File: config.mk
export PLATFORM = sky130hd
export DESIGN_NAME = lcd_nibble_ctrl
export DESIGN_NICKNAME = d
export VERILOG_FILES = /design/src/rtl/lcd_nibble_ctrl.sv
export SDC_FILE = /design/constraint.sdc
export NUM_CORES = 1
export LEC_CHECK = 0
export ABC_AREA = 1
export CAP_MARGIN = 10
export CORE_MARGIN = 3
export CORE_UTILIZATION = 38
export DETAILED_ROUTE_END_ITERATION = 7
export PLACE_DENSITY = 0.62
export SLEW_MARGIN = 20
export SYNTH_ARGS = -nofsm -noshare
export SYNTH_HDL_FRONTEND = slang
export SYNTH_SLANG_ARGS = --single-unit
File: constraint.sdc
create_clock -name clk -period 3.03 [get_ports clk]
set_clock_uncertainty 0.2 [all_clocks]
set_input_delay 0.7575 -clock clk [delete_from_list [all_inputs] [get_ports clk]]
set_output_delay 0.7575 -clock clk [all_outputs]
set_load 0.005 [all_outputs]
File: src/rtl/lcd_nibble_ctrl.sv
// 4-bit HD44780-style LCD write controller: runs the power-up nibble sequence and
// configuration bytes, then sends requested bytes as upper/lower nibble strobes.
module lcd_nibble_ctrl #(
  parameter int T_PWRUP = 750000,
  parameter int T_INIT1 = 205000,
  parameter int T_INIT2 = 5000,
  parameter int T_INIT3 = 2000,
  parameter int T_SU    = 2,
  parameter int T_E_HI  = 12,
  parameter int T_NIB   = 50,
  parameter int T_CMD   = 2000,
  parameter int T_CLR   = 82000
) (
  input  logic       clk,
  input  logic       rst_n,
  input  logic       req_valid,
  output logic       req_ready,
  input  logic       req_rs,
  input  logic [7:0] req_data,
  output logic       init_done,
  output logic       busy,
  output logic       lcd_e,
  output logic       lcd_rs,
  output logic       lcd_rw,
  output logic [3:0] sf_d
);

  function automatic int max2(int a, int b);
    return (a > b) ? a : b;
  endfunction

  localparam int T_MAX = max2(max2(max2(T_PWRUP, T_INIT1), max2(T_INIT2, T_INIT3)),
                              max2(max2(T_SU, T_E_HI), max2(max2(T_NIB, T_CMD), T_CLR)));
  localparam int CW = $clog2(T_MAX + 1);

  typedef enum logic [3:0] {
    PWRUP, INIT_NIB, INIT_WAIT, CFG, IDLE, SETUP, E_HI, E_GAP, WAIT
  } state_t;

  state_t        state, state_n;
  logic [CW-1:0] cnt, cnt_n;
  logic [3:0]    step, step_n;
  logic          lower, lower_n;
  logic          byte_rs, byte_rs_n;
  logic [7:0]    byte_data, byte_data_n;
  logic [3:0]    nib_q, nib_n;
  logic          rs_q, rs_n;
  logic          done_q, done_n;
  logic          cnt_last;
  logic          long_wait;

  // step: 0..3 init nibbles, 4..7 configuration bytes, 8 once initialised
  function automatic logic [7:0] cfg_byte(logic [3:0] s);
    case (s)
      4'd4:    return 8'h28;
      4'd5:    return 8'h06;
      4'd6:    return 8'h0C;
      default: return 8'h01;
    endcase
  endfunction

  function automatic logic [CW-1:0] init_wait_len(logic [3:0] s);
    case (s)
      4'd0:    return CW'(T_INIT1);
      4'd1:    return CW'(T_INIT2);
      default: return CW'(T_INIT3);
    endcase
  endfunction

  assign cnt_last  = (cnt <= CW'(1));
  assign long_wait = !byte_rs && (byte_data == 8'h01 || byte_data == 8'h02);

  always_ff @(posedge clk or negedge rst_n) begin
    if (!rst_n) begin
      state     <= PWRUP;
      cnt       <= CW'(T_PWRUP);
      step      <= 4'd0;
      lower     <= 1'b0;
      byte_rs   <= 1'b0;
      byte_data <= 8'h00;
      nib_q     <= 4'h0;
      rs_q      <= 1'b0;
      done_q    <= 1'b0;
    end else begin
      state     <= state_n;
      cnt       <= cnt_n;
      step      <= step_n;
      lower     <= lower_n;
      byte_rs   <= byte_rs_n;
      byte_data <= byte_data_n;
      nib_q     <= nib_n;
      rs_q      <= rs_n;
      done_q    <= done_n;
    end
  end

  always_comb begin
    state_n     = state;
    cnt_n       = cnt_last ? cnt : cnt - CW'(1);
    step_n      = step;
    lower_n     = lower;
    byte_rs_n   = byte_rs;
    byte_data_n = byte_data;
    nib_n       = nib_q;
    rs_n        = rs_q;
    done_n      = done_q;

    case (state)
      PWRUP: if (cnt_last) begin
        state_n = INIT_NIB;
        cnt_n   = CW'(T_SU);
      end
      INIT_NIB: if (cnt_last) begin
        state_n = E_HI;
        cnt_n   = CW'(T_E_HI);
      end
      E_HI: if (cnt_last) begin
        if (step < 4'd4) begin
          state_n = INIT_WAIT;
          cnt_n   = init_wait_len(step);
        end else if (!lower) begin
          state_n = E_GAP;
          cnt_n   = CW'(T_NIB);
          lower_n = 1'b1;
        end else begin
          state_n = WAIT;
          cnt_n   = long_wait ? CW'(T_CLR) : CW'(T_CMD);
        end
      end
      E_GAP, SETUP: if (cnt_last) begin
        state_n = (state == E_GAP) ? SETUP : E_HI;
        cnt_n   = (state == E_GAP) ? CW'(T_SU) : CW'(T_E_HI);
      end
      INIT_WAIT: if (cnt_last) begin
        step_n = step + 4'd1;
        if (step == 4'd3) begin
          state_n = CFG;
        end else begin
          state_n = INIT_NIB;
          cnt_n   = CW'(T_SU);
        end
      end
      CFG: begin
        byte_data_n = cfg_byte(step);
        byte_rs_n   = 1'b0;
        lower_n     = 1'b0;
        state_n     = SETUP;
        cnt_n       = CW'(T_SU);
      end
      WAIT: if (cnt_last) begin
        if (step < 4'd7) begin
          step_n  = step + 4'd1;
          state_n = CFG;
        end else begin
          step_n  = 4'd8;
          done_n  = 1'b1;
          state_n = IDLE;
        end
      end
      IDLE: if (req_valid && done_q) begin
        byte_data_n = req_data;
        byte_rs_n   = req_rs;
        lower_n     = 1'b0;
        state_n     = SETUP;
        cnt_n       = CW'(T_SU);
      end
      default: state_n = PWRUP;
    endcase

    // Bus lines only move when a setup phase begins, so they are stable under lcd_e
    if (state_n == SETUP && state != SETUP) begin
      nib_n = lower_n ? byte_data_n[3:0] : byte_data_n[7:4];
      rs_n  = byte_rs_n;
    end
    if (state_n == INIT_NIB && state != INIT_NIB) begin
      nib_n = (step_n == 4'd3) ? 4'h2 : 4'h3;
      rs_n  = 1'b0;
    end
  end

  assign lcd_e     = (state == E_HI);
  assign lcd_rs    = rs_q;
  assign sf_d      = nib_q;
  assign lcd_rw    = 1'b0;
  assign busy      = (state != IDLE);
  assign req_ready = (state == IDLE) && done_q;
  assign init_done = done_q;

endmodule
==> impl_metrics.json, run 1 <==
{
  "die_w_um": 97.6,
  "antenna_found_initial": 0,
  "required_ns": 2.07,
  "core_area_um2": 7930,
  "syn_nets": 455,
  "crit_path_max_fanout": 13,
  "numCtsBuffers": 5,
  "ys_seq_elements": 44,
  "min_period_ns": 2.90,
  "post-dp-hpwl_um": 6630,
  "p_sw_w": 0.000247,
  "insertion_delay_ns": 0.31,
  "area_growth_syn_to_layout_pct": 14.9,
  "end_kind": "output pin",
  "gp_congestion": 0.860,
  "drc": 0,
  "drtAntennaViolNets": 0,
  "synth_top_area_share_pct": 26.7,
  "critPathCapture": "lcd_e",
  "synth.cell_area_um2": 3190,
  "rrSetupSlack_ns": 0.29,
  "num_rows": 32,
  "fmaxAchievable_mhz": 345,
  "cp-start-kind": "flip-flop",
  "grt_overflow": 0,
  "synth_commonest_cells": "nand2_1 (86), inv_1 (55), nor2_1 (50)",
  "slowest_stage": "clkdlybuf4s50_1",
  "vias": 2999,
  "cp-startpoint": "state[3]",
  "status": "completed",
  "wirelength_um": 8350,
  "post_drt_via_cell_ratio": 5.29,
  "critical_path_class": "reg2out",
  "clk_pin_slew_ns": 0.10,
  "pin_count": 22,
  "ys.warnings.count": 0,
  "nets": 483,
  "clock-sinks": 44,
  "pwr_density_cell_nw_per_um2": 300,
  "ys_seq_area_share_pct": 34.9,
  "p_leak_nw": 1.74,
  "p_sw_share_pct": 22.4,
  "htree_num_levels": 2,
  "cpPeakStageDelay_ns": 0.56,
  "drt_pass1_iterations": 4,
  "reg2reg_depth": 15,
  "fin_util_pct": 46.2,
  "drtIter0Drc": 168,
  "synthCells": 436,
  "synth_top_area_cell": "dfrtp_1",
  "grt_use_total_pct": 18.1,
  "internal_power_w": 0.000853,
  "dieHeight_um": 97.6,
  "finalSetupViolations": 0,
  "synth.most_common_cell": "nand2_1",
  "dieArea_um2": 9520,
  "start_util_pct": 40.2,
  "hold_violations": 0,
  "layout-drive-gt1-share_pct": 15.5,
  "synth-edff-count": 0,
  "combPwrFrac_pct": 3.0,
  "cts_tree": "yes",
  "period_share_pct": 95.6,
  "tns_ns": 0,
  "diodes": 0,
  "cts_buffer_depth": 2,
  "portBuffers": 20,
  "synth.area.top_cells": "dfrtp_1 (27%), nand2_1 (10%), dfstp_2 (8.2%)",
  "synthDistinctLibCells": 48,
  "grt_pass1_wl_um": 14300,
  "r2r-end": "cnt[14]",
  "seq_power_share_pct": 53.4,
  "wire_per_inst_um": 14.7,
  "min_path_type": "in2async",
  "clock-root-buffer": "clkbuf_8",
  "synthArstFlopShare_pct": 100,
  "grt_setup_unrepaired": "no",
  "crit_arrival_ns": 1.94,
  "r2r-start": "cnt[0]",
  "synthFlopType": "dfrtp_1",
  "grt_max_degree": 43,
  "grt_pass1_vias": 2915,
  "postCtsSetupRepairBufs": 0,
  "path_cells": "nor2_2 -> inv_2 -> nor3_2 -> clkdlybuf4s50_1",
  "drv_cap": 0,
  "avgSynthCellArea_um2": 7.31,
  "slew_viol_final": 0,
  "clkPwrFrac_pct": 43.6,
  "ir_drop_mv": 0.159
}
[routing by layer]
layer | up-vias | global-route usage (%) | part of all wire [%]
met5 | - | 0 | 0
met4 | 0 | 5.75 | 2.2
met3 | 12 | 3.02 | 4.6
met2 | 83 | 29.9 | 48
met1 | 1402 | 24.2 | 45
li1 | 1502 | - | -
[registers in the layout, indices dropped and copies added (netlist names)]
name / count
cnt: 20
lower: 1
byte_rs: 1
byte_data: 8
lcd_rs: 1
step: 4
sf_d: 4
state: 4
init_done: 1
[repair_timing]
action | CTS | global route
endpoints found under the setup margin | 0 | 6
resized for setup | 0 | 2
hold buffers | 0 | 0
[final cells by class]
cell class / instances / area [um2]
Timing Repair Buffer: 29 / 275
Inverter: 60 / 228
Tap cell: 102 / 128
Fill cell: 817 / 4270
Clock inverter: 3 / 47.5
Clock buffer: 5 / 68.8
Sequential cell: 44 / 1110
Multi-Input combinational cell: 324 / 1800
[logic make-up (layout without fill, tap and decap cells)]
kind of cell             Yosys count  in the layout  synth area share [%]
AND/OR/NAND/NOR                  245            245                  39.1
buffers and inverters             68             97                  8.60
AO/OA/AOI/OAI                     62             62                  11.9
flip-flops                        44             44                  34.9
adder cells (fa/ha/maj)            7              7                  2.75
XOR/XNOR                           7              7                  1.92
multiplexers                       2              2                 0.628
other                              1              1                 0.118
[critical path: cells and delay by family (launching register included)]
kind / cells / cell delay, ns
buffers and inverters: 2 / 0.64
DFF: 1 / 0.53
and+or+nand+nor: 2 / 0.46
[per-stage QoR]
stage               hold slack [ns]  total power (W)  instance area (um2)  instances  setup WS (ns)
detailed placement            0.304         0.000630                 3520        558          0.263
floorplan                     0.262         0.000602                 3190        436          0.713
finish                        0.133          0.00110                 3660        567          0.135
global placement              0.296         0.000629                 3520        558          0.283
global route                  0.153          0.00114                 3660        567        0.00922
CTS                           0.330          0.00111                 3640        566         0.0401
[cell usage in the layout (no fill, tap or decap), types with 3 or more instances in the layout]
cell type,count
clkdlybuf4s50_1,19
a31oi_1,3
nand3_2,4
nor2_2,9
nor2_1,50
nor3_1,13
nand2_2,8
o211ai_1,4
o22ai_1,5
dfstp_2,10
nand3_1,45
buf_4,8
inv_2,4
clkbuf_8,5
dfrtp_1,33
ha_1,7
o21ai_0,24
nand3b_1,5
inv_1,55
a21oi_1,13
xor2_1,7
nand4_1,5
nand2_1,86
nor2_4,5
nand2_4,3
nor4_1,3
[worst min-delay path by stage]
stage | slack (ns) | cells past startpoint | to
6_report | 0.13 | 1 | cnt[15]
5_1_grt | 0.15 | 1 | cnt[15]
4_1_cts | 0.33 | 2 | lcd_rs
3_5_place_dp | 0.30 | 2 | lcd_rs
3_3_place_gp | 0.30 | 2 | sf_d[0]
2_1_floorplan | 0.26 | 0 | byte_data[0]
[power by group through the flow]
stage	combinational, W	sequential [W]	clock, W
after global routing	0.0000376	0.000588	0.000516
after floorplan	0.00000310	0.000599	0
after detailed placement	0.0000311	0.000598	0
after global placement	0.0000307	0.000598	0
final	0.0000331	0.000587	0.000479
after CTS	0.0000311	0.000588	0.000487
Power figures use the tool's default switching activity.
==> inputs of run 2 (changes only) <==
--- a/config.mk
+++ b/config.mk
@@ -8,9 +8,10 @@
 export ABC_AREA = 1
 export CAP_MARGIN = 10
 export CORE_MARGIN = 3
-export CORE_UTILIZATION = 38
+export CORE_UTILIZATION = 41
+export CTS_CLUSTER_SIZE = 20
 export DETAILED_ROUTE_END_ITERATION = 7
-export PLACE_DENSITY = 0.62
+export PLACE_DENSITY = 0.65
 export SLEW_MARGIN = 20
 export SYNTH_ARGS = -nofsm -noshare
 export SYNTH_HDL_FRONTEND = slang
==> run 2 against run 1 <==
  * Worst hold slack improved by 0.19 ns
  * Register-to-register slack got worse by 0.07 ns
  * Sequential cell count did not move
  * Via count rose by 0.73%
  * Routed wire length rose by 0.53%
  * Sequential share of layout area rose by 0.32 points
  * First-iteration DRC count fell by 20%
  * Total power fell by 0.93%
  * Largest cell class unchanged
==> impl_metrics.json, run 2 (synthesis gave the netlist of run 1 again) <==
{
  "status": "completed",
  "drtIter0Drc": 134,
  "fin_cells": 561,
  "wirelength_um": 8390,
  "combPwrFrac_pct": 2.6,
  "cp-start-kind": "flip-flop",
  "min_path_type": "reg2reg",
  "drtAntennaViolNets": 0,
  "regMostFlops": "cnt",
  "reg2reg_depth": 13,
  "slowest_stage": "clkdlybuf4s50_1",
  "cpPeakStageDelay_ns": 0.54,
  "grt_max_degree": 41,
  "dp.cells": 553,
  "fillers": 752,
  "fmaxAchievable_mhz": 352,
  "pwr_density_cell_nw_per_um2": 301,
  "drt_pass1_iterations": 5,
  "layout_common_cells": "nand2_1 (86), inv_1 (55), nor2_1 (50)",
  "grt_use_total_pct": 20.6,
  "ir_drop_mv": 0.168,
  "drv_cap": 0,
  "p_leak_nw": 1.71,
  "pin_count": 22,
  "largestRegisters": "cnt x20, byte_data x8",
  "antenna_found_initial": 0,
  "cts_buffer_depth": 2,
  "crit_path_max_fanout": 13,
  "required_ns": 2.07,
  "vias": 3021,
  "nets": 480,
  "portBuffers": 20,
  "min_period_ns": 2.84,
  "grt_pass1_wl_um": 14300,
  "clk_pin_slew_ns": 0.09,
  "internal_power_w": 0.000849,
  "clkPwrFrac_pct": 43.4,
  "r2r-start": "cnt[0]",
  "critPathCapture": "lcd_e",
  "fin_util_pct": 48.9,
  "period_share_pct": 93.7,
  "diodes": 0,
  "maxSlewHeadroom_pct": 37.9,
  "critical_path_class": "reg2out",
  "clock-root-buffer": "clkbuf_8",
  "path_cells": "nor2_2 -> inv_2 -> nor3_2 -> clkdlybuf4s50_1",
  "htree_num_levels": 2,
  "p_sw_share_pct": 22.0,
  "finalSetupViolations": 0,
  "area_growth_syn_to_layout_pct": 13.7,
  "holdWs_ns": 0.324,
  "gp_congestion": 0.945,
  "drc": 0,
  "slew_viol_final": 0,
  "p_sw_w": 0.000240,
  "hold_violations": 0,
  "seq_power_share_pct": 53.9,
  "end_kind": "output pin",
  "insertion_delay_ns": 0.31,
  "dieHeight_um": 94.2,
  "grt_setup_unrepaired": "yes",
  "r2r-end": "cnt[6]",
  "dieArea_um2": 8870,
  "final_common_cell": "nand2_1",
  "wire_per_inst_um": 15.0,
  "cts_tree": "yes",
  "crit_arrival_ns": 1.88,
  "post-dp-hpwl_um": 6610,
  "layout-drive-gt1-share_pct": 14.9,
  "grt_pass1_vias": 3012,
  "num_rows": 31,
  "place_worst_setup_slack_ns": 0.190,
  "worstMarginPinSlew_ns": 0.932,
  "start_util_pct": 43.0,
  "grt_overflow": 0,
  "rrSetupSlack_ns": 0.22,
  "largest_register_ffs": 20,
  "post_drt_via_cell_ratio": 5.39,
  "tns_ns": 0,
  "core_area_um2": 7410,
  "setup_slack_ns": 0.192,
  "clock-sinks": 44,
  "die_w_um": 94.2,
  "numCtsBuffers": 5,
  "cp-startpoint": "state[3]"
}
run 2: cell count changes in the layout (fill, tap and decap cells not counted), sizes merged:
cell / delta
buf: -3
clkinv: -2
clkinvlp: +1
inv: +1
run 2: worst min path at each step:
stage	slack, ns	depth (start not counted)	start	to
6_report	0.32	2	sf_d[0]	sf_d[0]
5_1_grt	0.36	2	sf_d[3]	sf_d[3]
4_1_cts	0.33	2	lcd_rs	lcd_rs
3_5_place_dp	0.31	2	lcd_rs	lcd_rs
3_3_place_gp	0.30	2	lcd_rs	lcd_rs
2_1_floorplan	0.26	0	rst_n	byte_data[0]
run 2: final cells by class:
| cell class | instances | area (um2) | share of cell area, % |
|---|---|---|---|
| repair buffers | 26 | 240 | 6.63 |
| inverters | 60 | 230 | 6.35 |
| clock inverters | 3 | 46.3 | 1.28 |
| well taps | 99 | 124 | 3.42 |
| flip-flops and latches | 44 | 1110 | 30.8 |
| multi-input cells | 324 | 1800 | 49.7 |
| clock buffers | 5 | 68.8 | 1.90 |
run 2: layer usage:
layer / routed length [um] / GRT usage (%)
met5: 0 / 0
met4: 268 / 8.90
met1: 3670 / 26.4
met2: 4000 / 34.3
met3: 452 / 3.29
run 2: power groups by stage:
| stage | clock [W] | combinational, W | sequential [W] |
|---|---|---|---|
| floorplan | 0 | 0.00000310 | 0.000599 |
| global placement | 0 | 0.0000299 | 0.000598 |
| detailed placement | 0 | 0.0000301 | 0.000598 |
| CTS | 0.000485 | 0.0000301 | 0.000587 |
| global route | 0.000505 | 0.0000328 | 0.000588 |
| finish | 0.000473 | 0.0000289 | 0.000587 |
run 2: per-stage QoR:
step / power (W) / instance area (um2)
after floorplan: 0.000602 / 3190
after global placement: 0.000628 / 3500
after detailed placement: 0.000629 / 3500
after CTS: 0.00110 / 3620
after global routing: 0.00113 / 3620
final: 0.00109 / 3620
run 2: what timing repair did:
action,in CTS,in global routing
setup endpoints to repair,0,6
buffers inserted,0,0
hold buffers,0,0
gates resized for setup,0,3
run 2: critical path: cells and delay by family, from the launching register on:
| kind | cells | cell delay [ns] |
|---|---|---|
| flops | 1 | 0.52 |
| buf+inv | 2 | 0.62 |
| simple gates | 2 | 0.43 |
==> inputs of run 3 (changes only) <==
--- a/config.mk
+++ b/config.mk
@@ -7,11 +7,13 @@
 export LEC_CHECK = 0
 export ABC_AREA = 1
 export CAP_MARGIN = 10
+export CELL_PAD_IN_SITES_DETAIL_PLACEMENT = 0
+export CELL_PAD_IN_SITES_GLOBAL_PLACEMENT = 1
 export CORE_MARGIN = 3
 export CORE_UTILIZATION = 41
 export CTS_CLUSTER_SIZE = 20
 export DETAILED_ROUTE_END_ITERATION = 7
-export PLACE_DENSITY = 0.65
+export PLACE_DENSITY = 0.82
 export SLEW_MARGIN = 20
 export SYNTH_ARGS = -nofsm -noshare
 export SYNTH_HDL_FRONTEND = slang
==> run 3 against run 2 <==
  * Sequential power about the same
  * Core utilization up 0.54 points
  * Total power down 0.46%
  * Critical path depth unchanged
  * Die area unchanged
  * Combinational power up 4%
  * Count of clock-buffer cells in the layout unchanged
  * Sequential cell count unchanged
  * Critical path type unchanged
  * Critical endpoint is now req_ready
  * Largest power group unchanged
  * Highest routed layer unchanged
==> impl_metrics.json, run 3 (synthesis gave the netlist of run 1 again) <==
{
  "slowest_stage": "clkdlybuf4s50_1",
  "status": "completed",
  "clock-root-buffer": "clkbuf_8",
  "antenna_found_initial": 0,
  "die_w_um": 94.2,
  "insertion_delay_ns": 0.30,
  "crit_top_cell": "nor2_2",
  "largest_register_ffs": 20,
  "min_path_type": "in2async",
  "fmaxAchievable_mhz": 359,
  "dieHeight_um": 94.2,
  "core_area_um2": 7410,
  "cp_top_family": "buffers and inverters",
  "finalSetupViolations": 0,
  "required_ns": 2.07,
  "drtIter0Drc": 201,
  "cts_buffer_depth": 2,
  "fin_util_pct": 49.5,
  "path_cells": "nor2_2 -> nand2_2 -> nor2_2 -> clkdlybuf4s50_1",
  "grt_max_degree": 19,
  "worstMarginPinSlew_ns": 0.505,
  "crit_path_max_fanout": 7,
  "start_util_pct": 43.0,
  "period_share_pct": 91.9,
  "final_common_cell": "nand2_1",
  "pwr_density_cell_nw_per_um2": 296,
  "crit_arrival_ns": 1.83,
  "regMostFlops": "cnt",
  "drc": 0,
  "area_growth_syn_to_layout_pct": 15.0,
  "pin_count": 22,
  "drv_cap": 0,
  "drt_pass1_iterations": 4,
  "cpPeakStageDelay_ns": 0.52,
  "end_kind": "output pin",
  "grt_overflow": 0,
  "place_worst_setup_slack_ns": 0.176,
  "placed_area_um2": 3520,
  "min_period_ns": 2.78,
  "layout-drive-gt1-share_pct": 15.8,
  "seqCellArea_um2": 1110,
  "diodes": 0,
  "wire_per_inst_um": 14.8,
  "nets": 486,
  "grt_use_total_pct": 20.4,
  "multi_input_area_um2": 1800,
  "htree_num_levels": 2,
  "hold_violations": 0,
  "cts_tree": "yes",
  "drtAntennaViolNets": 0,
  "clock-sinks": 44,
  "num_rows": 31,
  "gp_congestion": 0.920,
  "grt_setup_unrepaired": "no",
  "vias": 2962,
  "layout_common_cells": "nand2_1 (86), inv_1 (55), nor2_1 (50)",
  "maxSlewHeadroom_pct": 66.2,
  "post_drt_via_cell_ratio": 5.22,
  "numCtsBuffers": 5,
  "setup_slack_ns": 0.246,
  "p_leak_nw": 1.74,
  "wirelength_um": 8380,
  "largestRegisters": "cnt x20, byte_data x8",
  "holdWs_ns": 0.184,
  "cp-start-kind": "flip-flop",
  "dieArea_um2": 8870,
  "ir_drop_mv": 0.207,
  "fillers": 738,
  "design_area_um2": 3660,
  "grt_pass1_wl_um": 14200,
  "portBuffers": 20,
  "tns_ns": 0,
  "rrSetupSlack_ns": 0.27,
  "clk_pin_slew_ns": 0.09,
  "slew_viol_final": 0,
  "grt_pass1_vias": 2888,
  "cp_num_buf_inv": 1,
  "post-dp-hpwl_um": 6610,
  "critical_path_class": "reg2out"
}
[run 3: cell types whose count changed in the layout (fill, tap and decap cells not counted)]
cell / delta
buf_4: +6
clkinv_2: +1
dfrtp_1: +1
dfrtp_2: -1
inv_6: -1
[run 3: path summary, 6_finish.rpt]
check                          start  cells past startpoint   endpoint
setup / recovery            state[0]                      4  req_ready
max in group asynchronous      rst_n                      2     cnt[8]
setup reg to reg              cnt[0]                     15    cnt[14]
hold / removal                 rst_n                      1    cnt[15]
min in group clk           init_done                      2  init_done
hold reg to reg            init_done                      2  init_done
[run 3: metal layers]
layer | wire [um] | share of wire (%) | GRT usage [%] | vias to the layer above
li1 | - | - | - | 1499
met1 | 3970 | 47 | 28.0 | 1375
met2 | 3900 | 47 | 33.9 | 79
met3 | 367 | 4.4 | 2.72 | 9
met4 | 143 | 1.7 | 5.42 | 0
met5 | 0 | 0 | 0 | -
[run 3: timing repair]
item | 4_1_cts | 5_1_grt
setup endpoints to repair | 0 | 7
buffers inserted | 0 | 4
hold buffers | 0 | 0
resized for setup | 0 | 2
[run 3: per-stage QoR]
step	std cells	total power, W
after global placement	555	0.000630
final	567	0.00108
after global routing	567	0.00112
after floorplan	436	0.000602
after CTS	563	0.00110
after detailed placement	555	0.000630
[run 3: worst reg2reg max path, cell delays in order, from the launching register on]
cell	delay (ns)
dfrtp_1	0.41
inv_1	0.11
ha_1	0.21
o21ai_0	0.12
nor2_2	0.17
nand3_4	0.21
inv_6	0.19
o21ai_2	0.10
nand2_4	0.11
nand2_4	0.08
nor3_4	0.26
nand2_2	0.12
a21oi_4	0.24
nand2_1	0.08
nand2_1	0.07
inv_1	0.04
[run 3: report_power, final]
part | internal (W) | total [W] | switching (W)
registers | 0.000587 | 0.000587 | 0
clock network | 0.000244 | 0.000467 | 0.000223
logic | 0.0000142 | 0.0000300 | 0.0000158
total | 0.000846 | 0.00108 | 0.000238
[run 3: layout make-up]
type | instances | share of cell area (%)
multi-input combinational | 324 | 49.1
clock inverter | 3 | 1.16
timing repair buffer | 32 | 7.79
inverter | 60 | 6.28
tap | 99 | 3.38
clock buffer | 5 | 1.88
sequential | 44 | 30.4
